`config.mk`:
```
export PLATFORM = sky130hd
export DESIGN_NAME = landing_judge_flat
export DESIGN_NICKNAME = d
export VERILOG_FILES = /design/src/rtl/landing_judge_pkg.sv /design/src/rtl/landing_judge_if.sv /design/src/rtl/landing_judge_sat_add14.sv /design/src/rtl/landing_judge.sv /design/src/flat_wrapper.sv
export SDC_FILE = /design/constraint.sdc
export NUM_CORES = 1
export LEC_CHECK = 0
export CAP_MARGIN = 20
export CORE_ASPECT_RATIO = 1.25
export CORE_MARGIN = 5
export CORE_UTILIZATION = 60
export DETAILED_ROUTE_END_ITERATION = 6
export DONT_BUFFER_PORTS = 1
export GPL_ROUTABILITY_DRIVEN = 0
export GPL_TIMING_DRIVEN = 0
export PLACE_DENSITY = 0.85
export RECOVER_POWER = 50
export REMOVE_ABC_BUFFERS = 1
export SLEW_MARGIN = 15
export SYNTH_ARGS = -nofsm -noshare
export SYNTH_HDL_FRONTEND = slang
export SYNTH_SLANG_ARGS = --single-unit
```
`constraint.sdc`:
```
create_clock -name i_clk -period 5.4 [get_ports i_clk]
set_input_delay 0.81 -clock i_clk [delete_from_list [all_inputs] [get_ports i_clk]]
set_output_delay 0.81 -clock i_clk [all_outputs]
set_load 0.005 [all_outputs]
```
`src/rtl/landing_judge_pkg.sv`:
```
// Shared constants, state encoding and helpers for the landing judge.
// Classifies bottle landings and keeps score for the display and LED stages.
package landing_judge_pkg;

  localparam int X_W         = 10;
  localparam int OFF_W       = X_W + 1;
  localparam int SCORE_W     = 14;
  localparam int COMBO_W     = 4;
  localparam int PERFECT_TOL = 4;
  localparam int MAX_COMBO   = 8;
  localparam int SCORE_MAX   = 9999;

  typedef enum logic [1:0] {
    ST_PLAY     = 2'd0,
    ST_CALC     = 2'd1,
    ST_CLASSIFY = 2'd2,
    ST_DEAD     = 2'd3
  } judge_state_e;

  // Pick the subtraction direction by magnitude so the result never wraps.
  function automatic logic [OFF_W-1:0] abs_diff(input logic [X_W-1:0] a,
                                                input logic [X_W-1:0] b);
    logic [OFF_W-1:0] r;
    if (a >= b) begin
      r = {1'b0, a} - {1'b0, b};
    end else begin
      r = {1'b0, b} - {1'b0, a};
    end
    return r;
  endfunction

endpackage

```
`src/rtl/landing_judge_if.sv`:
```
// Landing event bus from the flight logic plus the judged results
// presented to the LED and display stages.
interface landing_judge_if;
  import landing_judge_pkg::*;

  logic               land_valid;
  logic [X_W-1:0]     land_x;
  logic [X_W-1:0]     plat_x;
  logic [X_W-1:0]     plat_half;
  logic               perfect;
  logic               dead;
  logic [SCORE_W-1:0] score;
  logic [COMBO_W-1:0] combo;
  logic [SCORE_W-1:0] best;
  logic               busy;

  modport master (
    output land_valid, land_x, plat_x, plat_half,
    input  perfect, dead, score, combo, best, busy
  );

  modport slave (
    input  land_valid, land_x, plat_x, plat_half,
    output perfect, dead, score, combo, best, busy
  );

endinterface

```
`src/rtl/landing_judge_sat_add14.sv`:
```
// 14-bit adder that clips its result at the 4-digit display limit.
module landing_judge_sat_add14
  import landing_judge_pkg::*;
(
  input  logic [SCORE_W-1:0] i_a,
  input  logic [SCORE_W-1:0] i_b,
  output logic [SCORE_W-1:0] o_sum
);

  localparam logic [SCORE_W:0]   SAT_LIM_W = (SCORE_W+1)'(SCORE_MAX);
  localparam logic [SCORE_W-1:0] SAT_LIM   = SCORE_W'(SCORE_MAX);

  logic [SCORE_W:0] w_raw;

  assign w_raw = {1'b0, i_a} + {1'b0, i_b};

  // Clip the one-bit-wider raw sum at the display limit.
  always_comb begin
    if (w_raw > SAT_LIM_W) begin
      o_sum = SAT_LIM;
    end else begin
      o_sum = w_raw[SCORE_W-1:0];
    end
  end

endmodule

```
`src/rtl/landing_judge.sv`:
```
// Landing judge: captures a landing, measures the offset from the platform
// centre, and classifies it as perfect, normal or a miss.
module landing_judge
  import landing_judge_pkg::*;
(
  input  logic            i_clk,
  input  logic            i_rst_n,
  input  logic            i_restart,
  landing_judge_if.slave  bus
);

  localparam logic [OFF_W-1:0]   TOL_OFF   = OFF_W'(PERFECT_TOL);
  localparam logic [COMBO_W-1:0] COMBO_SAT = COMBO_W'(MAX_COMBO);

  judge_state_e       r_state, w_state_nxt;
  logic [X_W-1:0]     r_land_x, w_land_x_nxt;
  logic [X_W-1:0]     r_plat_x, w_plat_x_nxt;
  logic [X_W-1:0]     r_plat_half, w_plat_half_nxt;
  logic [OFF_W-1:0]   r_off, w_off_nxt;
  logic               r_perfect, w_perfect_nxt;
  logic               r_dead, w_dead_nxt;
  logic [SCORE_W-1:0] r_score, w_score_nxt;
  logic [COMBO_W-1:0] r_combo, w_combo_nxt;
  logic [SCORE_W-1:0] r_best, w_best_nxt;
  logic               r_busy, w_busy_nxt;

  logic [OFF_W-1:0]   w_off_calc;
  logic [OFF_W-1:0]   w_half_ext;
  logic               w_calc_perfect;
  logic               w_calc_miss;
  logic               w_is_perfect;
  logic               w_is_normal;
  logic [COMBO_W-1:0] w_combo_inc;
  logic [SCORE_W-1:0] w_add_b;
  logic [SCORE_W-1:0] w_score_sum;
  logic [SCORE_W-1:0] w_best_max;

  assign w_off_calc = abs_diff(r_land_x, r_plat_x);
  assign w_half_ext = {1'b0, r_plat_half};

  // perfect and dead are decided a cycle early so both are registered and
  // visible during the CLASSIFY cycle; score and combo follow a cycle later.
  assign w_calc_perfect = (w_off_calc <= TOL_OFF);
  assign w_calc_miss    = !w_calc_perfect && (w_off_calc > w_half_ext);

  assign w_is_perfect = (r_off <= TOL_OFF);
  assign w_is_normal  = !w_is_perfect && (r_off <= w_half_ext);

  assign w_combo_inc = (r_combo >= COMBO_SAT) ? COMBO_SAT : (r_combo + 4'd1);
  assign w_add_b     = w_is_perfect ? {{(SCORE_W-COMBO_W-1){1'b0}}, w_combo_inc, 1'b0}
                                    : SCORE_W'(1);
  assign w_best_max  = (r_score > r_best) ? r_score : r_best;

  landing_judge_sat_add14 u_sat_add14 (
    .i_a   (r_score),
    .i_b   (w_add_b),
    .o_sum (w_score_sum)
  );

  // Next-state and next-output logic; restart overrides everything but best.
  always_comb begin
    w_state_nxt     = r_state;
    w_land_x_nxt    = r_land_x;
    w_plat_x_nxt    = r_plat_x;
    w_plat_half_nxt = r_plat_half;
    w_off_nxt       = r_off;
    w_perfect_nxt   = 1'b0;
    w_dead_nxt      = r_dead;
    w_score_nxt     = r_score;
    w_combo_nxt     = r_combo;
    w_best_nxt      = r_best;
    w_busy_nxt      = r_busy;

    if (i_restart) begin
      w_state_nxt = ST_PLAY;
      w_dead_nxt  = 1'b0;
      w_score_nxt = '0;
      w_combo_nxt = '0;
      w_busy_nxt  = 1'b0;
    end else begin
      case (r_state)
        ST_PLAY: begin
          if (bus.land_valid) begin
            w_land_x_nxt    = bus.land_x;
            w_plat_x_nxt    = bus.plat_x;
            w_plat_half_nxt = bus.plat_half;
            w_busy_nxt      = 1'b1;
            w_state_nxt     = ST_CALC;
          end else begin
            w_state_nxt = ST_PLAY;
          end
        end
        ST_CALC: begin
          w_off_nxt     = w_off_calc;
          w_perfect_nxt = w_calc_perfect;
          w_dead_nxt    = w_calc_miss;
          w_state_nxt   = ST_CLASSIFY;
        end
        ST_CLASSIFY: begin
          w_busy_nxt = 1'b0;
          if (w_is_perfect) begin
            w_combo_nxt = w_combo_inc;
            w_score_nxt = w_score_sum;
            w_state_nxt = ST_PLAY;
          end else if (w_is_normal) begin
            w_combo_nxt = '0;
            w_score_nxt = w_score_sum;
            w_state_nxt = ST_PLAY;
          end else begin
            w_combo_nxt = '0;
            w_dead_nxt  = 1'b1;
            w_best_nxt  = w_best_max;
            w_state_nxt = ST_DEAD;
          end
        end
        ST_DEAD: begin
          w_dead_nxt  = 1'b1;
          w_state_nxt = ST_DEAD;
        end
        default: begin
          w_busy_nxt  = 1'b0;
          w_state_nxt = ST_PLAY;
        end
      endcase
    end
  end

  // State and output registers.
  always_ff @(posedge i_clk or negedge i_rst_n) begin
    if (!i_rst_n) begin
      r_state     <= ST_PLAY;
      r_land_x    <= '0;
      r_plat_x    <= '0;
      r_plat_half <= '0;
      r_off       <= '0;
      r_perfect   <= 1'b0;
      r_dead      <= 1'b0;
      r_score     <= '0;
      r_combo     <= '0;
      r_best      <= '0;
      r_busy      <= 1'b0;
    end else begin
      r_state     <= w_state_nxt;
      r_land_x    <= w_land_x_nxt;
      r_plat_x    <= w_plat_x_nxt;
      r_plat_half <= w_plat_half_nxt;
      r_off       <= w_off_nxt;
      r_perfect   <= w_perfect_nxt;
      r_dead      <= w_dead_nxt;
      r_score     <= w_score_nxt;
      r_combo     <= w_combo_nxt;
      r_best      <= w_best_nxt;
      r_busy      <= w_busy_nxt;
    end
  end

  assign bus.perfect = r_perfect;
  assign bus.dead    = r_dead;
  assign bus.score   = r_score;
  assign bus.combo   = r_combo;
  assign bus.best    = r_best;
  assign bus.busy    = r_busy;

endmodule

```
`src/flat_wrapper.sv`:
```
// flat-port wrapper written by rule: the top's interface ports become plain ports
module landing_judge_flat import landing_judge_pkg::*;
  (i_clk, i_rst_n, i_restart, bus_land_valid, bus_land_x, bus_plat_x, bus_plat_half, bus_perfect, bus_dead, bus_score, bus_combo, bus_best, bus_busy);
  landing_judge_if bus_i ();
  input  logic i_clk;
  input  logic i_rst_n;
  input  logic i_restart;
  input wire logic [$bits(bus_i.land_valid)-1:0] bus_land_valid;
  input wire logic [$bits(bus_i.land_x)-1:0] bus_land_x;
  input wire logic [$bits(bus_i.plat_x)-1:0] bus_plat_x;
  input wire logic [$bits(bus_i.plat_half)-1:0] bus_plat_half;
  output wire logic [$bits(bus_i.perfect)-1:0] bus_perfect;
  output wire logic [$bits(bus_i.dead)-1:0] bus_dead;
  output wire logic [$bits(bus_i.score)-1:0] bus_score;
  output wire logic [$bits(bus_i.combo)-1:0] bus_combo;
  output wire logic [$bits(bus_i.best)-1:0] bus_best;
  output wire logic [$bits(bus_i.busy)-1:0] bus_busy;
  assign bus_i.land_valid = bus_land_valid;
  assign bus_i.land_x = bus_land_x;
  assign bus_i.plat_x = bus_plat_x;
  assign bus_i.plat_half = bus_plat_half;
  assign bus_perfect = bus_i.perfect;
  assign bus_dead = bus_i.dead;
  assign bus_score = bus_i.score;
  assign bus_combo = bus_i.combo;
  assign bus_best = bus_i.best;
  assign bus_busy = bus_i.busy;
  landing_judge u_core (.i_clk(i_clk), .i_rst_n(i_rst_n), .i_restart(i_restart), .bus(bus_i));
endmodule
```
-- Yosys cells after proc, flatten, opt, wreduce, memory -nomap -nowiden
Index checks and enable logic that the tools add are counted.
- $add $sub $neg: 4
- $mul: 0
- divide/modulo/power cells: 0
- magnitude comparators: 8
- equality and inequality tests: 6
- shift operators: 0
- mux-type cells: 25
- bitwise logic cells: 3
- reductions and logical operators: 15
- operator list (operator ; number):
    $mux 14 ; 5
    $le 11x3->1 const B ; 2
    $sub 10x10->11 ; 2
    $mux 4 ; 4
    $add 14x14->15 ; 1
    $gt 15x14->1 const B ; 1
    $gt 14x14->1 ; 1
    $gt 11x10->1 ; 1
    $le 11x10->1 ; 1
    $mux 11 ; 1
    $ge 10x10->1 ; 1
    $ne 3x3->1 const B ; 3
    $mux 1 ; 8
    $pmux 2 s4 ; 1
    $mux 2 ; 3
    $reduce_and 2->1 ; 3
    $reduce_and 3->1 ; 2
    $reduce_bool 3->1 ; 2
    $mux 5 ; 1
    $reduce_and 5->1 ; 1
    $add 4x1->4 const B ; 1
    $eq 2x2->1 const B ; 2
    $ge 4x4->1 const B ; 1
    $reduce_bool 4->1 ; 1
    other kinds (8) ; 12
- register bits: 78
- latch bits: 0
- RAM bits: 0
- bits in read-only memories: 0
- input bits: 34
- output and inout bits: 35
- memories: 0

-- Logic depth before layout (Yosys ltp)
Gate-level depths: netlist (run 1).
- word-level depth: 10
- mapped depth: 20
- gate-level depth less buffers: 19

-- By module
Synthesis (run 1) repeated with hierarchy kept, for this count alone.
- cells, all modules: 620
- area total of the unflattened synthesis: 6042.0 sq um
- by module, submodules not included (module ; instances ; cells each ; area each (sq um)):
    landing_judge ; 1 ; 478 ; 5012.3
    landing_judge_sat_add14 ; 1 ; 142 ; 1029.7

-- Worst setup path after synthesis (run 1)
OpenSTA, ideal clock, no wires.
- path kind: reg-to-reg
- from: register u_core.r_plat_x[1]
- to: register u_core.r_dead (netlist: u_core.bus.dead)
- library setup time: 127 ps
- arrival: 3854 ps
- required time: 5273 ps
- setup slack: 1419 ps
- stages on the path, launching flop included: 20
- clock period less this slack: 3981 ps
- path through: dfrtp_1 inv_1 ha_1 nor2b_1 o21ai_0 o211ai_1 a311oi_2 mux2i_1 inv_1 ha_1 nor2b_1 o21a_1 o21a_1 o21a_1 o21a_1 o21ai_0 a21oi_1 o31a_1 o21ai_0 a211oi_1
- word-level cells in the longest chain between the ends: 7
- RTL lines (item ; RTL line ; RTL):
    start, declared ; landing_judge.sv:17 ; logic [X_W-1:0] r_plat_x, w_plat_x_nxt;
    start signal, assigned ; landing_judge.sv:145 ; r_plat_x <= w_plat_x_nxt;
    $sub 10x10->11, or another cell as far along ; landing_judge_pkg.sv:27 ; r = {1'b0, b} - {1'b0, a};
    $mux 11 * ; landing_judge_pkg.sv:24 ; if (a >= b) begin
    net u_core.w_off_calc[1] ; landing_judge.sv:27 ; logic [OFF_W-1:0] w_off_calc;
    $le 11x3->1 ; landing_judge.sv:43 ; assign w_calc_perfect = (w_off_calc <= TOL_OFF);
    $logic_not 1->1 ; landing_judge.sv:44 ; assign w_calc_miss = !w_calc_perfect && (w_off_calc > w_half_ext);
    $logic_and 1x1->1 * ; landing_judge.sv:44 ;
    $pmux 1 s3 * ; landing_judge.sv:81 ; case (r_state)
    $mux 1 * ; landing_judge.sv:74 ; if (i_restart) begin
    end signal, assigned ; landing_judge.sv:149 ; r_dead <= w_dead_nxt;
    end, declared ; landing_judge.sv:21 ; logic r_dead, w_dead_nxt;
Mark *: on every way through the listed nets, which the timed path passes. The rest lies on a longest branch.
A chain may end at the register's enable or synchronous reset.

-- Worst setup path in the final report (run 1)
Same ends and word-level chain as after synthesis.

==> out/qor.yml, run 1 <==
pwr:
  p_leak_nw: 2.690
  pwr_density_cell_nw_per_um2: 584.3
  peakVddDrop_v: 0.0004463
  total_power_w: 0.003520
global_route:
  grt_usage_pct: 24.08
  grt_pass1_vias: 4883
  grt_pass1_wl_um: 22910
  grt_max_degree: 79
  met3_usage_pct: 4.854
  grtUsageMet1_pct: 24.65
  grt.busiest_layer: "met2"
  grt-ovfl-total: 0
  antenna_found_initial: 0
  grt_use_met2_pct: 44.60
yosys:
  yosys_warnings: 0
  synth_area_um2: 5707
  synthFlopType: "dfrtp_1"
  synth_edf_count: 0
  synth-seq-cells: 78
  synthCells: 642
  synth.distinct_cells: 70
  avgSynthCellArea_um2: 8.889
  async_reset_ff_share_pct: 100.0
  yosysSeqAreaShare_pct: 34.20
hold_path:
  hold_path.class: "in2async"
setup_path:
  cp_max_fo: 10
  critPathBufInv: 2
  crit_top_cell: "o21a_1"
  worst_ep_required_time_ns: 5.62
  crit_path_start_kind: "flop"
  critPathKind: "reg2reg"
  crit_chain: "inv_1 -> ha_1 -> nor2b_1 -> o21ai_0 -> o211ai_1 -> a311oi_2 -> mux2i_1 -> inv_1 -> ha_1 -> nor2b_1 -> o21a_1 -> o21a_1 -> o21a_1 -> o21a_1 -> o21ai_0 -> a21oi_1 -> o31a_1 -> o21ai_0 -> a211oi_1"
  rr_worst_depth: 19
  cp_slowest_cell: "a311oi_2"
  cp_top_family: "compound AO/OA/AOI/OAI gates"
  end_kind: "flop"
  cp.depth: 19
  worst_ep_arrival_time_ns: 5.05
  cpPeakStageDelay_ns: 0.81
sta:
  slew_headroom_pct: -26.73
  hold_slack_ns: 0.1564
  postLayoutSetupSlackWorst_ns: 0.5707
  tns_ns: 0
  maxSlewViolCount: 59
  rsz0062_at_grt: "false"
  setup_viol: 0
  fin_crit_ns: 4.829
  hold_viol: 0
  max_freq_mhz: 207.1
  tightest_slew_ns: 1.901
  fin_worst_skew_ns: 0.008572
  fin_crit_sh_pct: 89.43
clock_tree:
  postCtsSetupRepairBufs: 0
  cts_tree: "built"
  root_buffer: "clkbuf_16"
  clock_sinks: 78
  cts_buffers: 9
  cts_htree_levels: 3
  cts.path.max_buffers: 2
  clk_pin_slew_ns: 0.06
  clkLatencyLatePin_ns: 0.35
  cts_hold_buf: 0
  ctsResizeCount: 0
routing:
  vias: 4754
  drtIter0Drc: 199
  antenna_left: 0
  wl_per_cell_um: 18.08
  postRouteWirelength_um: 13610
  drc: 0
  vias_per_cell: 6.313
  firstDrtPassIters: 5
floorplan:
  rows: 39
  die_x_um: 97.23
  ios: 69
  coreArea_um2: 9223
  die-area_um2: 11570
  die_h_um: 119.0
  start_util_pct: 61.88
final_layout:
  drive_gt1_share_pct: 7.778
  fillers: 728
  diodes: 0
  multiInputGateArea_um2: 3407
  syn2layout_area_growth_pct: 5.569
  final-seq-area_um2: 1952
  final_nets: 722
outcome:
  violations: "capacitance limit, slew limit"
  status: "complete, but fails checks"
place:
  hpwl_um: 9961
  dp_worst_setup_slack_ns: 0.6549
  port_buffers: 0
run:
  cap_viol_max_count: 1
## cell usage after synthesis, types with 3 or more instances
| master | number | area share (%) |
|---|---|---|
| nor2_1 | 40 | 2.6 |
| buf_1 | 3 | 0.20 |
| buf_4 | 5 | 0.66 |
| a211oi_1 | 9 | 1.2 |
| a21o_1 | 11 | 1.4 |
| mux2_2 | 18 | 3.6 |
| nand4_1 | 11 | 1.2 |
| a221oi_1 | 4 | 0.61 |
| nand4b_1 | 4 | 0.61 |
| o31ai_1 | 7 | 0.92 |
| o21ai_0 | 60 | 5.3 |
| nand2_1 | 67 | 4.4 |
| ha_1 | 59 | 13 |
| nor2b_1 | 9 | 0.99 |
| xor2_1 | 4 | 0.61 |
| nand3_1 | 11 | 0.96 |
| o21a_1 | 12 | 1.6 |
| inv_1 | 58 | 3.8 |
| nand2b_1 | 6 | 0.66 |
| a21oi_1 | 34 | 3.0 |
| nor3_1 | 12 | 1.1 |
| clkbuf_1 | 17 | 1.1 |
| a31oi_1 | 3 | 0.33 |
| fa_1 | 3 | 1.1 |
| dfrtp_1 | 78 | 34 |
| and3_1 | 7 | 0.77 |
| and2_1 | 5 | 0.55 |
| or3_1 | 6 | 0.66 |
| mux2i_1 | 12 | 2.1 |
| o211ai_1 | 6 | 0.79 |
| xnor2_1 | 11 | 1.7 |
## final cells by class
type | count | area share, %
timing repair buffer | 1 | 0.06231
inverter | 58 | 3.614
multi-input combinational | 478 | 56.55
clock buffer | 11 | 4.029
tap | 123 | 2.555
clock inverter | 4 | 0.7892
sequential | 78 | 32.40
## worst paths after layout
path | start | end | slack [ns]
min in group i_clk | i_restart | u_core.bus.score[8] | 0.52
worst max-delay path | u_core.r_plat_x[1] | u_core.bus.dead | 0.57
max in group asynchronous | i_rst_n | u_core.r_plat_x[0] | 5.11
worst min-delay path | i_rst_n | u_core.r_off[4] | 0.16
worst min register to register | u_core.r_off[2] | u_core.r_off[2] | 0.56
worst max register to register | u_core.r_plat_x[1] | u_core.bus.dead | 0.57
## per-stage QoR
stage	instances	cell area, µm²	util, %
2_1_floorplan	614	5573	-
3_3_place_gp	737	5727	62.09
3_5_place_dp	738	5748	62.33
4_1_cts	753	6038	65.47
5_1_grt	753	6025	65.32
6_report	753	6025	65.32
## per-layer routing
layer,up-vias,part of all wire (%)
li1,2264,-
met1,2280,36
met2,169,54
met3,41,5.8
met4,0,3.9
met5,-,0
## layout by cell type (no fill, tap or decap), types with 3 or more instances in the layout
cell and n:
dfrtp_1 78, nand2_1 67, o21ai_0 60, ha_1 59, inv_1 58, nor2_1 40, a21oi_1 33, mux2_2 18
mux2i_1 12, o21a_1 12, nor3_1 12, a21o_1 11, nand3_1 11, nand4_1 11, xnor2_1 11, nor2b_1 9
a211oi_1 9, clkbuf_16 9, and3_1 7, o31ai_1 7, o211ai_1 6, nand2b_1 6, or3_1 6, and2_1 4
xor2_1 4, nand4b_1 4, a221oi_1 4, a31oi_1 3, and2_0 3, fa_1 3
## flip-flops by register name (all words and copies together) (netlist names)
signal,flops
u_core.bus.best,14
u_core.bus.score,14
u_core.r_off,11
u_core.r_land_x,10
u_core.r_plat_half,10
u_core.r_plat_x,10
u_core.bus.combo,4
u_core.r_state,2
u_core.bus.busy,1
u_core.bus.dead,1
u_core.bus.perfect,1
## kinds of logic (layout without fill, tap and decap cells)
family	count (synthesis)	in the layout	share of synthesized area, %
AO/OA/AOI/OAI	171	171	19.40
flip-flops	78	78	34.20
adder cells (fa/ha/maj)	66	66	14.73
multiplexers	30	30	5.657
XOR/XNOR	15	15	2.302
buffers and inverters	86	74	6.161
AND/OR/NAND/NOR	196	196	17.54
## report_power, final
part           switching, W  internal [W]
Sequential         0.000149      0.000740
Clock              0.000240      0.000366
Combinational       0.00118      0.000843
Total               0.00157       0.00195
Power figures use the tool's default switching activity.
==> run 2, diff against run 1 <==
- ABC_CLOCK_PERIOD_IN_PS: not set -> 5400
- PLACE_DENSITY: 0.85 -> not set
- PLACE_DENSITY_LB_ADDON: not set -> 0.3
==> out/qor.yml, run 2 (synthesis gave the netlist of run 1 again) <==
clock_tree:
  clk_pin_slew_ns: 0.07
  clkLatencyLatePin_ns: 0.35
  cts_hold_buf: 0
  clock_sinks: 78
  cts_buffers: 9
  cts_htree_levels: 3
  root_buffer: "clkbuf_16"
  postCtsSetupRepairBufs: 0
  cts.path.max_buffers: 2
  cts_tree: "built"
  ctsResizeCount: 0
place:
  hpwl_um: 10150
  place_area_um2: 5756
  dp.cells: 739
  port_buffers: 0
setup_path:
  end_kind: "flop"
  reg2reg_slack_ns: 0.64
  worst_ep_arrival_time_ns: 4.99
  cp_max_fo: 10
  worst_ep_required_time_ns: 5.63
  cp_top_family: "compound AO/OA/AOI/OAI gates"
  crit_top_cell: "o21a_1"
  crit_chain: "inv_1 -> ha_1 -> nor2b_1 -> o21ai_0 -> o211ai_1 -> a311oi_2 -> mux2i_1 -> inv_1 -> ha_1 -> nor2b_1 -> o21a_1 -> o21a_1 -> o21a_1 -> o21a_1 -> o21ai_0 -> a21oi_1 -> o31a_1 -> o21ai_0 -> a211oi_1"
  crit_path_start_kind: "flop"
  cpPeakStageDelay_ns: 0.85
  critPathBufInv: 2
  critPathKind: "reg2reg"
  cp_slowest_cell: "a311oi_2"
  cp.depth: 19
  rr_worst_depth: 19
sta:
  max_freq_mhz: 210.0
  fin_crit_ns: 4.762
  rsz0062_at_grt: "false"
  fin_worst_skew_ns: 0.01026
  hold_viol: 0
  fin_crit_sh_pct: 88.19
  tns_ns: 0
  maxSlewViolCount: 59
  setup_viol: 0
  tightest_slew_ns: 1.954
  slew_headroom_pct: -30.27
routing:
  firstDrtPassIters: 4
  wl_per_cell_um: 17.93
  vias: 4725
  drtIter0Drc: 153
  vias_per_cell: 6.258
  drc: 0
  antenna_left: 0
  postRouteWirelength_um: 13540
hold_path:
  hold_path.class: "in2async"
global_route:
  grt_usage_pct: 24.21
  grt_pass1_wl_um: 22990
  grt_max_degree: 79
  grt_pass1_vias: 4901
  grt-ovfl-total: 0
  antenna_found_initial: 0
final_layout:
  fillers: 746
  drive_gt1_share_pct: 7.911
  final_nets: 723
  final-seq-area_um2: 1952
  syn2layout_area_growth_pct: 6.095
  instances_no_fill: 755
  layout_commonest_cell: "dfrtp_1"
  final_area_um2: 6055
  diodes: 0
  final_cell_mix: "dfrtp_1 (78), nand2_1 (67), o21ai_0 (60), ha_1 (59), inv_1 (58)"
  multiInputGateArea_um2: 3405
  finish.utilization_pct: 65.65
floorplan:
  coreArea_um2: 9223
  die-area_um2: 11570
  start_util_pct: 61.88
  die_x_um: 97.23
  rows: 39
  die_h_um: 119.0
  ios: 69
outcome:
  status: "complete, but fails checks"
  violations: "capacitance limit, slew limit"
run:
  cap_viol_max_count: 1
pwr:
  pwr_density_cell_nw_per_um2: 583.6
  total_power_w: 0.003533
  peakVddDrop_v: 0.0004616
  p_leak_nw: 2.707
## run 2: cell types whose count changed in the layout (fill, tap and decap cells not counted), sizes merged
cell,change
buf,+1
bufinv,+1
clkinvlp,-1
inv,+1
## run 2: path summary, 6_finish.rpt
check | startpoint | end
max | u_core.r_plat_x[1] | u_core.bus.dead
min | i_rst_n | u_core.bus.score[10]
min reg2reg | u_core.r_off[1] | u_core.r_off[1]
max reg2reg | u_core.r_plat_x[1] | u_core.bus.dead
max in group asynchronous | i_rst_n | u_core.bus.score[12]
min in group i_clk | i_restart | u_core.bus.score[5]
## run 2: per-stage QoR
stage	setup WS, ns	hold WS [ns]
final	0.6377	0.1556
after CTS	0.6192	0.1503
after global placement	0.8138	0.4903
after global routing	0.3414	0.1411
after floorplan	1.419	0.4717
after detailed placement	0.6799	0.5163
## run 2: report_power, final
part           leakage, nW  switching, W  internal, W
registers             1.00      0.000148     0.000740
clock network        0.154      0.000251     0.000407
logic                 1.55       0.00114     0.000845
total                 2.71       0.00154      0.00199
## run 2: area by class of cell
cell class	count	share of cell area, %
tap	123	2.542
timing repair buffer	2	0.1860
clock buffer	11	3.844
sequential	78	32.24
clock inverter	5	1.364
multi-input combinational	478	56.23
inverter	58	3.596
## run 2: worst reg2reg max path: stages, from the launching register on
cell      delay, ns
dfrtp_1        0.39
inv_1          0.11
ha_1           0.34
nor2b_1        0.14
o21ai_0        0.33
o211ai_1       0.24
a311oi_2       0.85
mux2i_1        0.40
inv_1          0.09
ha_1           0.31
nor2b_1        0.14
o21a_1         0.16
o21a_1         0.16
o21a_1         0.17
o21a_1         0.16
o21ai_0        0.15
a21oi_1        0.10
o31a_1         0.24
o21ai_0        0.08
a211oi_1       0.09
## run 2: routing by layer
| layer | routed length, µm | track usage [%] |
|---|---|---|
| met5 | 0 | 0 |
| met4 | 580 | 12.21 |
| met3 | 867 | 6.257 |
| met2 | 7220 | 45.73 |
| met1 | 4867 | 24.36 |
==> run 3, diff against run 2 <==
- ABC_CLOCK_PERIOD_IN_PS: 5400 -> 4500
- clock period: 5.4 -> 4.5 ns (I/O delays scaled with it)
==> out/qor.yml, run 3 (synthesis gave the netlist of run 1 again) <==
sta:
  setup_viol: 0
  fin_crit_sh_pct: 95.74
  rsz0062_at_grt: "true"
  hold_viol: 0
  tightest_slew_ns: 1.933
  fin_crit_ns: 4.308
  maxSlewViolCount: 59
  max_freq_mhz: 232.1
  slew_headroom_pct: -28.84
  fin_worst_skew_ns: 0.01185
setup_path:
  crit_path_start_kind: "flop"
  cp_slowest_cell: "nor4_4"
  crit_chain: "nor4_4 -> nand4b_1 -> nor2_1 -> ha_1 -> a21o_1 -> maj3_2 -> a31oi_1 -> nand2_1 -> and3_1 -> a2111o_1 -> a21oi_4 -> o221ai_1 -> a21oi_1"
  cpPeakStageDelay_ns: 0.47
  cp_max_fo: 13
  worst_ep_arrival_time_ns: 4.57
  worst_ep_required_time_ns: 4.77
  critPathKind: "reg2reg"
  end_kind: "flop"
floorplan:
  ios: 69
  coreArea_um2: 9223
  die_x_um: 97.23
  start_util_pct: 61.88
  rows: 39
  die_h_um: 119.0
  die-area_um2: 11570
pwr:
  p_int_w: 0.002417
  seq_power_share_pct: 24.8
  p_leak_nw: 2.720
  pwr_density_cell_nw_per_um2: 704.9
  p_sw_w: 0.001874
  peakVddDrop_v: 0.0005579
  clkPwrFrac_pct: 18.5
  total_power_w: 0.004291
  swShare_pct: 43.67
  p_comb_share_pct: 56.7
place:
  place_area_um2: 5756
  hpwl_um: 10150
  dp.cells: 739
  port_buffers: 0
global_route:
  antenna_found_initial: 0
  grt_use_met2_pct: 46.07
  grtUsageMet1_pct: 24.33
  grt_pass1_wl_um: 23030
  grt_usage_pct: 24.29
  met3_usage_pct: 6.257
  grt_pass1_vias: 4927
  grt.busiest_layer: "met2"
  grt-ovfl-total: 0
  grt_max_degree: 79
clock_tree:
  cts_tree: "built"
  cts_htree_levels: 3
  clk_pin_slew_ns: 0.06
  clock_sinks: 78
  cts.path.max_buffers: 2
  clkLatencyLatePin_ns: 0.35
  cts_buffers: 9
  root_buffer: "clkbuf_16"
outcome:
  violations: "capacitance limit, slew limit"
  status: "complete, but fails checks"
routing:
  firstDrtPassIters: 4
  vias_per_cell: 6.238
  drtIter0Drc: 166
  postRouteWirelength_um: 13640
  wl_per_cell_um: 18.02
  antenna_left: 0
  drc: 0
  vias: 4722
run:
  cap_viol_max_count: 1
final_layout:
  diodes: 0
  final_nets: 725
  syn2layout_area_growth_pct: 6.687
  instances_no_fill: 757
  drive_gt1_share_pct: 8.202
  final_area_um2: 6088
  final_cell_mix: "dfrtp_1 (78), nand2_1 (67), o21ai_0 (59), ha_1 (59), inv_1 (58)"
  final-seq-area_um2: 1952
  fillers: 745
  multiInputGateArea_um2: 3423
  layout_commonest_cell: "dfrtp_1"
hold_path:
  hold_path.class: "in2async"
run 3: power by group through the flow:
stage / clock network (W) / logic, W / registers [W]
floorplan: 0 / 0.00184 / 0.00102
global placement: 0 / 0.00224 / 0.00106
detailed placement: 0 / 0.00236 / 0.00108
CTS: 0.000800 / 0.00243 / 0.00107
global route: 0.000838 / 0.00275 / 0.00109
finish: 0.000792 / 0.00243 / 0.00107
run 3: metal layers:
layer	share of wire [%]	vias up	wire, µm
li1	-	2255	-
met1	36	2283	4974
met2	53	143	7284
met3	6.3	41	853
met4	3.9	0	532
met5	0	-	0
run 3: final cells by class:
type | count | share of cell area (%)
clock buffer | 11 | 3.822
clock inverter | 5 | 1.356
inverter | 58 | 3.576
multi-input combinational | 478 | 56.23
sequential | 78 | 32.06
tap | 123 | 2.528
timing repair buffer | 4 | 0.4316
run 3: what timing repair did:
item | 4_1_cts | 5_1_grt
hold endpoints to repair | 0 | 0
setup buffers | 2 | 0
resized for setup | 1 | 2
hold buffers | 0 | 0
pin swaps | 1 | 0
setup endpoints to repair | 1 | 5
run 3: path summary, 6_finish.rpt:
check / startpoint / slack [ns] / to / cells past startpoint
worst max-delay path: u_core.r_off[7] / 0.19 / u_core.bus.score[12] / 13
worst min-delay path: i_rst_n / 0.02 / u_core.bus.best[9] / 0
worst max register to register: u_core.r_off[7] / 0.19 / u_core.bus.score[12] / 13
max in group asynchronous: i_rst_n / 4.33 / u_core.bus.score[12] / 0
min in group i_clk: i_restart / 0.39 / u_core.bus.score[5] / 1
worst min register to register: u_core.r_off[1] / 0.55 / u_core.r_off[1] / 2
run 3: worst max-delay path, delay by kind of cell, from the launching register on:
family,cells,cell delay (ns)
AOI/OAI and AO/OA,6,1.75
adders and majority gates,2,0.67
DFF,1,0.43
and+or+nand+nor,5,1.39
run 3: through the flow:
step                hold WS, ns  worst slack (ns)  setup TNS [ns]  util (%)
floorplan                0.3794            0.5189               0         -
global placement         0.3816          -0.08623        -0.08623     62.09
detailed placement       0.3813           -0.2201         -0.2201     62.41
CTS                     0.01530           0.03252               0     66.11
global route           0.006080          -0.05407        -0.05407     66.02
finish                  0.01915            0.1919               0     66.02
